==> src/rtl/stopwatch_ctrl.sv <==
`default_nettype none
// ============================================================================
//  Module      : stopwatch_ctrl
//  Description : Stopwatch mode controller. Turns the debounced start/stop and
//                lap/reset key levels into press / long-press events and runs
//                the IDLE/RUN/PAUSE/LAP sequencer that drives the time
//                counter (enable, clear) and the display (freeze, lap latch).
//  Revision    : 1.0 - initial release
// ============================================================================
module stopwatch_ctrl #(
   parameter int LONG_TICKS = 2000,
   parameter int HOLD_W     = 11
) (
   input  logic       CLOCK,
   input  logic       RESET,
   input  logic       tick_1k,
   input  logic       key_ss_n,
   input  logic       key_lr_n,
   output logic       count_en,
   output logic       count_clr,
   output logic       disp_freeze,
   output logic       lap_pulse,
   output logic [1:0] mode
);

   typedef enum logic [1:0] {
      S_IDLE  = 2'd0,
      S_RUN   = 2'd1,
      S_PAUSE = 2'd2,
      S_LAP   = 2'd3
   } state_t;

   localparam logic [HOLD_W-1:0] c_LONG = HOLD_W'(LONG_TICKS);

   // Key history. Cleared to "pressed" so a key held through reset must be
   // released before it can produce an edge.
   logic              r_ss_prev;
   logic              r_lr_prev;

   logic [HOLD_W-1:0] r_hold;
   logic              r_long_fired;

   state_t            r_state;
   state_t            w_state_nxt;
   logic              r_count_en;
   logic              r_count_clr;
   logic              r_disp_freeze;
   logic              r_lap_pulse;
   logic              w_clr_nxt;
   logic              w_lap_nxt;

   logic              w_ss_press;
   logic              w_lr_press;
   logic              w_lr_long;

   assign w_ss_press = r_ss_prev & ~key_ss_n;
   assign w_lr_press = r_lr_prev & ~key_lr_n;

   // The counter sits at LONG_TICKS once reached; the fired flag limits the
   // long event to the first cycle spent there.
   assign w_lr_long  = (r_hold == c_LONG) & ~r_long_fired;

   // Key history registers for falling-edge detection.
   always_ff @(posedge CLOCK) begin
      if (!RESET) begin
         r_ss_prev <= 1'b0;
         r_lr_prev <= 1'b0;
      end else begin
         r_ss_prev <= key_ss_n;
         r_lr_prev <= key_lr_n;
      end
   end

   // Lap/reset hold counter: counts 1 kHz ticks while held, saturates, and
   // is cleared together with the fired flag on release.
   always_ff @(posedge CLOCK) begin
      if (!RESET) begin
         r_hold       <= '0;
         r_long_fired <= 1'b0;
      end else if (key_lr_n) begin
         r_hold       <= '0;
         r_long_fired <= 1'b0;
      end else begin
         if (tick_1k && (r_hold != c_LONG)) begin
            r_hold <= r_hold + 1'b1;
         end
         if (w_lr_long) begin
            r_long_fired <= 1'b1;
         end
      end
   end

   // State register plus registered copies of every output.
   always_ff @(posedge CLOCK) begin
      if (!RESET) begin
         r_state       <= S_IDLE;
         r_count_en    <= 1'b0;
         r_count_clr   <= 1'b0;
         r_disp_freeze <= 1'b0;
         r_lap_pulse   <= 1'b0;
      end else begin
         r_state       <= w_state_nxt;
         r_count_en    <= (w_state_nxt == S_RUN) || (w_state_nxt == S_LAP);
         r_count_clr   <= w_clr_nxt;
         r_disp_freeze <= (w_state_nxt == S_LAP);
         r_lap_pulse   <= w_lap_nxt;
      end
   end

   // Next-state and pulse decode. Long press outranks start/stop, which
   // outranks a short lap/reset press arriving in the same cycle.
   always_comb begin
      w_state_nxt = r_state;
      w_clr_nxt   = 1'b0;
      w_lap_nxt   = 1'b0;
      if (w_lr_long) begin
         // A long press in IDLE is swallowed, including any coincident edge.
         if (r_state != S_IDLE) begin
            w_state_nxt = S_IDLE;
            w_clr_nxt   = 1'b1;
         end
      end else if (w_ss_press) begin
         case (r_state)
            S_IDLE:  w_state_nxt = S_RUN;
            S_RUN:   w_state_nxt = S_PAUSE;
            S_PAUSE: w_state_nxt = S_RUN;
            S_LAP:   w_state_nxt = S_PAUSE;
            default: w_state_nxt = S_IDLE;
         endcase
      end else if (w_lr_press) begin
         case (r_state)
            S_RUN: begin
               w_state_nxt = S_LAP;
               w_lap_nxt   = 1'b1;
            end
            S_LAP:   w_state_nxt = S_RUN;
            S_PAUSE: begin
               w_state_nxt = S_IDLE;
               w_clr_nxt   = 1'b1;
            end
            default: w_state_nxt = r_state;
         endcase
      end
   end

   assign count_en    = r_count_en;
   assign count_clr   = r_count_clr;
   assign disp_freeze = r_disp_freeze;
   assign lap_pulse   = r_lap_pulse;
   assign mode        = r_state;

endmodule
`default_nettype wire

==> config.mk <==
export PLATFORM = sky130hd
export DESIGN_NAME = stopwatch_ctrl
export DESIGN_NICKNAME = d
export VERILOG_FILES = /design/src/rtl/stopwatch_ctrl.sv
export SDC_FILE = /design/constraint.sdc
export NUM_CORES = 1
export LEC_CHECK = 0
export BUFFER_PORTS_ARGS = -buffer_cell sky130_fd_sc_hd__buf_4
export CAP_MARGIN = 25
export CORE_UTILIZATION = 30
export CTS_BUF_LIST = sky130_fd_sc_hd__clkbuf_2 sky130_fd_sc_hd__clkbuf_4 sky130_fd_sc_hd__clkbuf_8
export DETAILED_ROUTE_END_ITERATION = 8
export SLEW_MARGIN = 20
export SYNTH_ARGS = -nofsm -noshare
export SYNTH_HDL_FRONTEND = slang
export SYNTH_SLANG_ARGS = --single-unit
==> constraint.sdc <==
create_clock -name CLOCK -period 1.3 [get_ports CLOCK]
set_input_delay 0.065 -clock CLOCK [delete_from_list [all_inputs] [get_ports CLOCK]]
set_output_delay 0.065 -clock CLOCK [all_outputs]
set_load 0.05 [all_outputs]
==> results.cfg, run 1 <==
[synthesis]
synth_top_family_by_area = simple AND/OR/NAND/NOR gates
synth_async_sr_flop_share_pct = 0
synth_nets = 107
synth_simple_gate_area_share_pct = 35.46
ys_warn_count = 0
syn-cell-area_um2 = 959.7
synthDistinctLibCells = 35
ys_seq_elements = 19
syn-instance-count = 100
synthAdderAreaFrac_pct = 2.608
yosys.area.top_type_share_pct = 39.63
synth_top_area_cell = dfxtp_1
synth_edf_count = 0
muxShareOfSynthArea_pct = 0
synth-compound-area-share_pct = 13.95
synth_xor_area_share_pct = 3.651
ys_seq_area_share_pct = 39.63
dominantRegCellSynth = dfxtp_1
synth_area_per_cell_um2 = 9.597
synth_area_leaders = dfxtp_1, or4_1, nand3_1, nand4_1, a21oi_1

[min_path]
hold_class = input pin to flop

[power]
powerDensity_nw_per_um2 = 768.5
ir_worst_vdd_v = 0.0006489
p_leak_nw = 0.5257
power_mw = 1.094

[timing]
hold_viol = 0
worst_pin_slew_ns = 0.3325
min_period_over_period_pct = 106.4
layout_min_cycle_time_ns = 1.383
timing.final.ws_setup_ns = -0.08331
finalClockSkew_ns = 0.007266
drv_slew = 0
clock.fmax_mhz = 722.9
setup_viol = 4
slew-limit-headroom_pct = 77.53
rsz0062_at_grt = yes

[clock_network]
cts_sinks = 19
cts_tree = built
clockBufferDepth = 2
clockRootBuffer = clkbuf_4
htree_levels = 1
clkSlewWorstSetupHoldPaths_ns = 0.12
clkLatencyLatePin_ns = 0.31
numCtsBuffers = 3

[flow_run]
max-cap-violations = 0

[routing]
postRouteAntennaNets = 0
drc = 0
routedWlPerCell_um = 13.86
dr.pass1.iters = 5
drt-initial-drc-count = 25
vias = 929
post_drt_via_cell_ratio = 5.104
route.final.wire_length_um = 2523

[run_status]
status = complete, but fails checks
violations = setup timing

[setup_path]
critPathSlowestCell = dfxtp_4
cp.required_ns = 1.50
worstPathMaxFanout = 6
crit_path_end_kind = flop
startpoint_type = flop
critical_path_class = flop to flop
crit_arrival_ns = 1.58
crit_chain = nand4_1 -> buf_4 -> buf_4 -> o21ai_0 -> a21oi_2
crit_path_frequent_cell = buf_4
crit_buf_inv = 2
cp_slowest_stage_delay_ns = 0.39
crit_family = flip-flops

[die]
rows = 20
dieArea_um2 = 3429
ios = 11
core_um2 = 3053
die_x_um = 58.56
die_h_um = 58.56
start_util_pct = 31.43

[global_routing]
first_global_vias = 858
antenna_found_initial = 0
grt_first_pass_wirelength_um = 3891
grt_remaining_overflow = 0
grt_max_degree = 12
grt.total_usage_pct = 14.91

[placed_design]
post-place-ws_ns = -0.05656
place_congestion = 0.7342
hpwl_um = 1618
place.port_buffers = 10
dpl_cell_area_um2 = 1189

[final_layout]
layout-drive-gt1-share_pct = 50.72
flow.area_growth_from_synthesis_pct = 48.37
layout.nets = 146
design_area_um2 = 1424
diodes = 0
==> report_power, final <==
| part | internal (mW) | leakage [nW] | switching [mW] |
|---|---|---|---|
| sequential | 0.583 | 0.161 | 0.0157 |
| clock | 0.141 | 0.0184 | 0.194 |
| combinational | 0.0721 | 0.346 | 0.0889 |
| total | 0.795 | 0.526 | 0.299 |
==> final timing paths <==
path | start | endpoint | slack, ns | cells past startpoint
setup / recovery | r_hold[4] | r_hold[6] | -0.08 | 5
hold / removal | key_lr_n | r_lr_prev | 0.03 | 2
setup reg to reg | r_hold[4] | r_hold[6] | -0.08 | 5
hold reg to reg | r_hold[10] | r_hold[10] | 0.54 | 2
==> cells by family after synthesis <==
family / count (synthesis)
AOI/OAI and AO/OA: 21
adders and majority gates: 2
and+or+nand+nor: 47
buffers and inverters: 7
xor gates and xnor gates: 4
DFF: 19
==> Yosys cell counts, drive strengths merged, types with 2 or more instances <==
master and count:
nand2 2, buf 3, a21oi 6, nor3 4, ha 2, or3 4
nand2b 4, nor4 2, or4 5, inv 3, nand3 7, xor2 3
nand3b 2, dfxtp 19, o21ai 6, nor4bb 2, nor2b 3, nor2 2
nand4 6, and2 2, o31ai 3
==> routing by layer <==
layer	global-route usage [%]	share of wire [%]	wire length [um]
met3	4.176	3.5	89
met2	27.26	52	1310
met4	2.041	1.7	42
met1	17.73	43	1079
met5	0	0	0
==> repair_timing <==
item	in CTS	in global routing
buffers inserted	6	4
pin swaps	6	12
hold endpoints to repair	1	0
setup endpoints to repair	8	14
hold buffers	1	0
resized for setup	17	20
gates cloned	0	0
==> cells in the final DEF (no fill, tap or decap), types with 3 or more instances in the layout <==
| master | Yosys | routed |
|---|---|---|
| nand3_1 | 7 | 6 |
| or4_1 | 5 | 4 |
| nor2b_1 | 3 | 3 |
| dfxtp_1 | 19 | 9 |
| dfxtp_2 | 0 | 3 |
| nand2b_1 | 4 | 3 |
| xor2_1 | 3 | 3 |
| or3_1 | 3 | 3 |
| o31ai_1 | 3 | 3 |
| dfxtp_4 | 0 | 7 |
| buf_4 | 1 | 33 |
| o21ai_0 | 6 | 5 |
| buf_6 | 2 | 4 |
| nand4_1 | 5 | 5 |
| a21oi_1 | 6 | 4 |
| clkbuf_4 | 0 | 4 |
==> flip-flops by register name, summed over array words and instances, names as in the netlist <==
signal / cells
r_hold: 11
mode: 2
count_clr: 1
disp_freeze: 1
lap_pulse: 1
r_long_fired: 1
r_lr_prev: 1
r_ss_prev: 1
==> cell type report <==
cell class / count / area (um2)
fill: 311 / 1629
multi-input combinational: 74 / 611.8
sequential: 19 / 410.4
timing repair buffer: 38 / 302.8
tap: 44 / 55.05
clock buffer: 4 / 30.03
inverter: 3 / 13.76
==> metrics by stage <==
stage          hold WS [ns]  TNS (ns)  utilization, %  instances
3_3_place_gp         0.2856  -0.03711           38.93        167
6_report            0.03335   -0.1791           46.64        182
4_1_cts             0.03002  -0.03408           43.32        178
5_1_grt             0.03115   -0.6555           46.64        182
2_1_floorplan        0.1867         0               -        100
3_5_place_dp         0.2923   -0.1452           38.93        167
(Power assumes the default switching activity.)
==> run 2: changes to the inputs <==
--- a/config.mk
+++ b/config.mk
@@ -9,3 +9,3 @@
 export CAP_MARGIN = 25
-export CORE_UTILIZATION = 30
+export CORE_UTILIZATION = 31
 export CTS_BUF_LIST = sky130_fd_sc_hd__clkbuf_2 sky130_fd_sc_hd__clkbuf_4 sky130_fd_sc_hd__clkbuf_8
==> constraint.sdc (replaced) <==
create_clock -name CLOCK -period 1.1 [get_ports CLOCK]
set_input_delay 0.055 -clock CLOCK [delete_from_list [all_inputs] [get_ports CLOCK]]
set_output_delay 0.055 -clock CLOCK [all_outputs]
set_load 0.1 [all_outputs]
==> run 2 against run 1 <==
  * Global-route usage fell by 1.0 points
  * Critical path type unchanged
  * Utilization rose by 2.4 points
  * Flip-flop and latch count did not move
  * Wire length fell by 13%
  * Hold slack improved by 0.0017 ns
  * Clock power rose by 12%
  * Clock skew rose by 0.0060 ns
  * Critical endpoint is now r_hold[0]
  * Clock-buffer cell count did not move
  * Via count fell by 3.8%
  * Combinational power rose by 20%
  * Sequential share of layout area rose by 0.72 points
  * The flow still finishes with violations (setup timing)
  * Cell count fell by 8.2%
==> results.cfg, run 2 (synthesis gave the netlist of run 1 again) <==
[run_status]
status = complete, but fails checks
violations = setup timing

[setup_path]
worstPathMaxFanout = 5
cp_slowest_stage_delay_ns = 0.54
crit_chain = nand4bb_4 -> or4_1 -> nand3_1
crit_arrival_ns = 1.54
crit_buf_inv = 0
cp.required_ns = 1.33
critPathSlowestCell = or4_1
critical_path_class = flop to flop
startpoint_type = flop
crit_path_end_kind = flop
crit_family = simple AND/OR/NAND/NOR gates

[clock_network]
clkSlewWorstSetupHoldPaths_ns = 0.11
cts_sinks = 19
clockBufferDepth = 2
clockRootBuffer = clkbuf_4
cts_tree = built
clkLatencyLatePin_ns = 0.30
numCtsBuffers = 3
htree_levels = 1

[power]
combinationalPowerShare_pct = 15.1
power_frac_clock_pct = 29.3
p_leak_nw = 0.5127
internal_power_mw = 0.9339
power.switching_mw = 0.3484
seqPwrFrac_pct = 55.6
ir_worst_vdd_v = 0.0006835
power.share.switching_pct = 27.17
powerDensity_nw_per_um2 = 917.5

[timing]
min_period_over_period_pct = 118.9
worst_pin_slew_ns = 0.3681
timing.final.ws_setup_ns = -0.2080
hold_ws_ns = 0.03501
clock.fmax_mhz = 764.5
layout_min_cycle_time_ns = 1.308
finalClockSkew_ns = 0.01324
rsz0062_at_grt = yes
drv_slew = 0
setup_tns_ns = -2.099
setup_viol = 14
hold_viol = 0
slew-limit-headroom_pct = 75.41

[die]
start_util_pct = 33.64
rows = 19
dieArea_um2 = 3322
die_h_um = 57.64
core_um2 = 2853
die_x_um = 57.64
ios = 11

[final_layout]
flow.area_growth_from_synthesis_pct = 45.63
area.sequential_um2 = 412.9
fill_cells = 271
fin_cells = 167
design_area_um2 = 1398
multi_input_area_um2 = 620.6
layout_common_cells = buf_4, nand3_1, dfxtp_1, dfxtp_4
largest_reg_flops = 11
final_common_cell = buf_4
layout-drive-gt1-share_pct = 52.21
largest_register = r_hold
diodes = 0
layout.nets = 144

[global_routing]
antenna_found_initial = 0
grt_first_pass_wirelength_um = 3622
grt_max_degree = 12
first_global_vias = 831
grt_remaining_overflow = 0
grt.total_usage_pct = 13.89

[routing]
vias = 894
post_drt_via_cell_ratio = 5.353
drt-initial-drc-count = 24
wl_met2_um = 988
routedWlPerCell_um = 13.16
drt-met1-wl_um = 1150
drc = 0
dr.pass1.iters = 4
postRouteAntennaNets = 0
dr.max_layer_used = met4
route.final.wire_length_um = 2197
met3_length_um = 25

[placed_design]
hpwl_um = 1509
place.port_buffers = 10
dpl.cell_count = 157
place_congestion = 0.7883
dpl_cell_area_um2 = 1236
post-place-ws_ns = -0.1987

[min_path]
hold_class = input pin to flop

[flow_run]
max-cap-violations = 0
[run 2: cell type report]
class / count / share of cell area (%)
well taps: 31 / 2.775
clock buffers: 4 / 2.149
multi-input cells: 74 / 44.40
flip-flops and latches: 19 / 29.54
inverters: 3 / 0.8057
repair buffers: 36 / 20.32
[run 2: routing by layer]
metal / vias up / GRT usage (%)
met1: 427 / 18.90
met5: - / 0
met2: 9 / 21.76
met3: 4 / 0.8929
met4: 0 / 8.362
li1: 454 / -
[run 2: per-stage QoR]
stage	util, %	total power, mW
4_1_cts	47.81	1.300
3_5_place_dp	43.33	0.8984
5_1_grt	48.99	1.347
2_1_floorplan	-	0.8509
6_report	48.99	1.282
3_3_place_gp	43.33	0.8943
[run 2: worst paths after layout]
path,startpoint,endpoint,slack [ns],cells past startpoint
worst max-delay path,r_hold[3],r_hold[0],-0.21,3
worst min-delay path,key_lr_n,r_lr_prev,0.04,2
worst max register to register,r_hold[3],r_hold[0],-0.21,3
worst min register to register,mode[1],lap_pulse,0.50,1
[run 2: timing repair]
item / 4_1_cts / 5_1_grt
hold endpoints to repair: 1 / 0
endpoints found under the setup margin: 15 / 16
hold buffers: 1 / 0
resized for setup: 11 / 11
buffers inserted: 5 / 1
pin swaps: 9 / 7
[run 2: power groups by stage]
stage | Sequential (mW) | Clock [mW] | Combinational (mW)
6_report | 0.713 | 0.375 | 0.194
5_1_grt | 0.715 | 0.426 | 0.206
4_1_cts | 0.720 | 0.388 | 0.192
3_5_place_dp | 0.735 | 0 | 0.163
3_3_place_gp | 0.735 | 0 | 0.160
2_1_floorplan | 0.757 | 0 | 0.0934
==> run 3: changes to the inputs <==
- CAP_MARGIN: 25 -> 20
- SETUP_SLACK_MARGIN: not set -> 0.5
==> run 3 against run 2 <==
  * The run ends with DRC, hold timing, setup timing left
  * Utilization is 3.5 points higher
  * Maximum frequency is 0.33% lower
  * Flip-flop and latch count stayed put
  * Worst setup slack worse by 0.0044 ns
  * Hold slack worse by 0.087 ns
  * Register-to-register slack hardly changed
  * Combinational power is 22% higher
  * Global-route usage is 1.7 points higher
  * Die area stayed put
  * Power is 4.1% higher
  * Wire length is 10% higher
  * Critical path depth is 1 higher
  * Critical endpoint is now r_hold[10]
  * Highest routed layer unchanged
==> results.cfg, run 3 (synthesis gave the netlist of run 1 again) <==
[setup_path]
reg2reg_slack_ns = -0.21
cp.required_ns = 1.35
critPathSlowestCell = or4_4
crit_chain = nand4_1 -> buf_4 -> or4_4 -> a21oi_2
crit_arrival_ns = 1.57
startpoint_type = flop
crit_buf_inv = 1
critical_path_class = flop to flop
crit_path_end_kind = flop
cp_slowest_stage_delay_ns = 0.41
crit_family = simple AND/OR/NAND/NOR gates
worstPathMaxFanout = 6

[final_layout]
layout.nets = 144
fin_cells = 167
flow.area_growth_from_synthesis_pct = 55.93
final_common_cell = buf_4
utilization_pct = 52.46
largest_reg_flops = 11
largest_register = r_hold
layout-drive-gt1-share_pct = 55.15
diodes = 0
design_area_um2 = 1496
layout_common_cells = buf_4, dfxtp_4, nand3_1, buf_12

[routing]
postRouteAntennaNets = 0
drc = 1
vias = 917
drt-initial-drc-count = 10
routedWlPerCell_um = 14.53
route.final.wire_length_um = 2426
dr.pass1.iters = 6
post_drt_via_cell_ratio = 5.491

[timing]
rsz0062_at_grt = yes
layout_min_cycle_time_ns = 1.312
worst_pin_slew_ns = 0.3863
hold_ws_ns = -0.05235
hold_viol = 1
finalClockSkew_ns = 0.01386
timing.final.ws_setup_ns = -0.2124
min_period_over_period_pct = 119.3
clock.fmax_mhz = 762.0
drv_slew = 0
slew-limit-headroom_pct = 74.19
setup_viol = 16

[die]
start_util_pct = 33.64
core_um2 = 2853
die_x_um = 57.64
dieArea_um2 = 3322
ios = 11
die_h_um = 57.64
rows = 19

[clock_network]
clockBufferDepth = 2
cts_tree = built
clkLatencyLatePin_ns = 0.32
clkSlewWorstSetupHoldPaths_ns = 0.13
numCtsBuffers = 3
htree_levels = 1
clockRootBuffer = clkbuf_4
cts_sinks = 19

[global_routing]
grt_max_degree = 13
first_global_vias = 881
grt.total_usage_pct = 15.55
grt_remaining_overflow = 0
grt_first_pass_wirelength_um = 3953
antenna_found_initial = 0

[placed_design]
place.port_buffers = 10
dpl.cell_count = 152
hpwl_um = 1606
dpl_cell_area_um2 = 1212
place_congestion = 0.7958

[power]
ir_worst_vdd_v = 0.0005606
powerDensity_nw_per_um2 = 891.9
p_leak_nw = 0.5357

[run_status]
status = complete, but fails checks
violations = DRC, hold timing, setup timing

[min_path]
hold_class = input pin to flop

[flow_run]
max-cap-violations = 0
## run 3: metrics by stage
step	TNS [ns]	worst slack [ns]	total power, mW
CTS	-1.968	-0.1980	1.312
global route	-3.473	-0.2683	1.397
floorplan	-0.6001	-0.1212	0.8487
finish	-2.430	-0.2124	1.335
detailed placement	-1.877	-0.1907	0.8956
global placement	-1.505	-0.1734	0.8910
## run 3: worst paths after layout
path / from / endpoint / cells after the start
worst max-delay path: r_hold[2] / r_hold[10] / 4
worst min-delay path: key_ss_n / r_ss_prev / 2
worst max register to register: r_hold[2] / r_hold[10] / 4
worst min register to register: mode[1] / lap_pulse / 1
## run 3: area by class of cell
type,instances,area [um2]
fillers,259,1356
multi-input cells,74,631.9
flip-flops and latches,19,420.4
repair buffers,36,364.1
well taps,31,38.79
clock buffers,3,22.52
inverters,3,11.26
clock inverters,1,7.507
## run 3: routing by layer
metal	global-route usage, %	wire [um]
met1	20.53	1127
met2	25.25	1173
met3	2.902	80
met4	5.923	44
met5	0	0
## run 3: repair_timing
action                                  CTS  global route
endpoints found under the setup margin   23            23
pin swaps                                11            14
cloned                                    0             0
resized for setup                        29            12
setup buffers                             6             5
hold endpoints to repair                  1             1
## run 3: report_power, final
group / internal [mW] / total, mW / switching [mW]
logic: 0.106 / 0.236 / 0.130
clock network: 0.139 / 0.392 / 0.253
registers: 0.687 / 0.707 / 0.0209
## run 3: worst reg2reg max path, cell delays in order, from the launching register on
cell     delay [ns]
dfxtp_4        0.40
nand4_1        0.15
buf_4          0.17
or4_4          0.41
a21oi_2        0.12
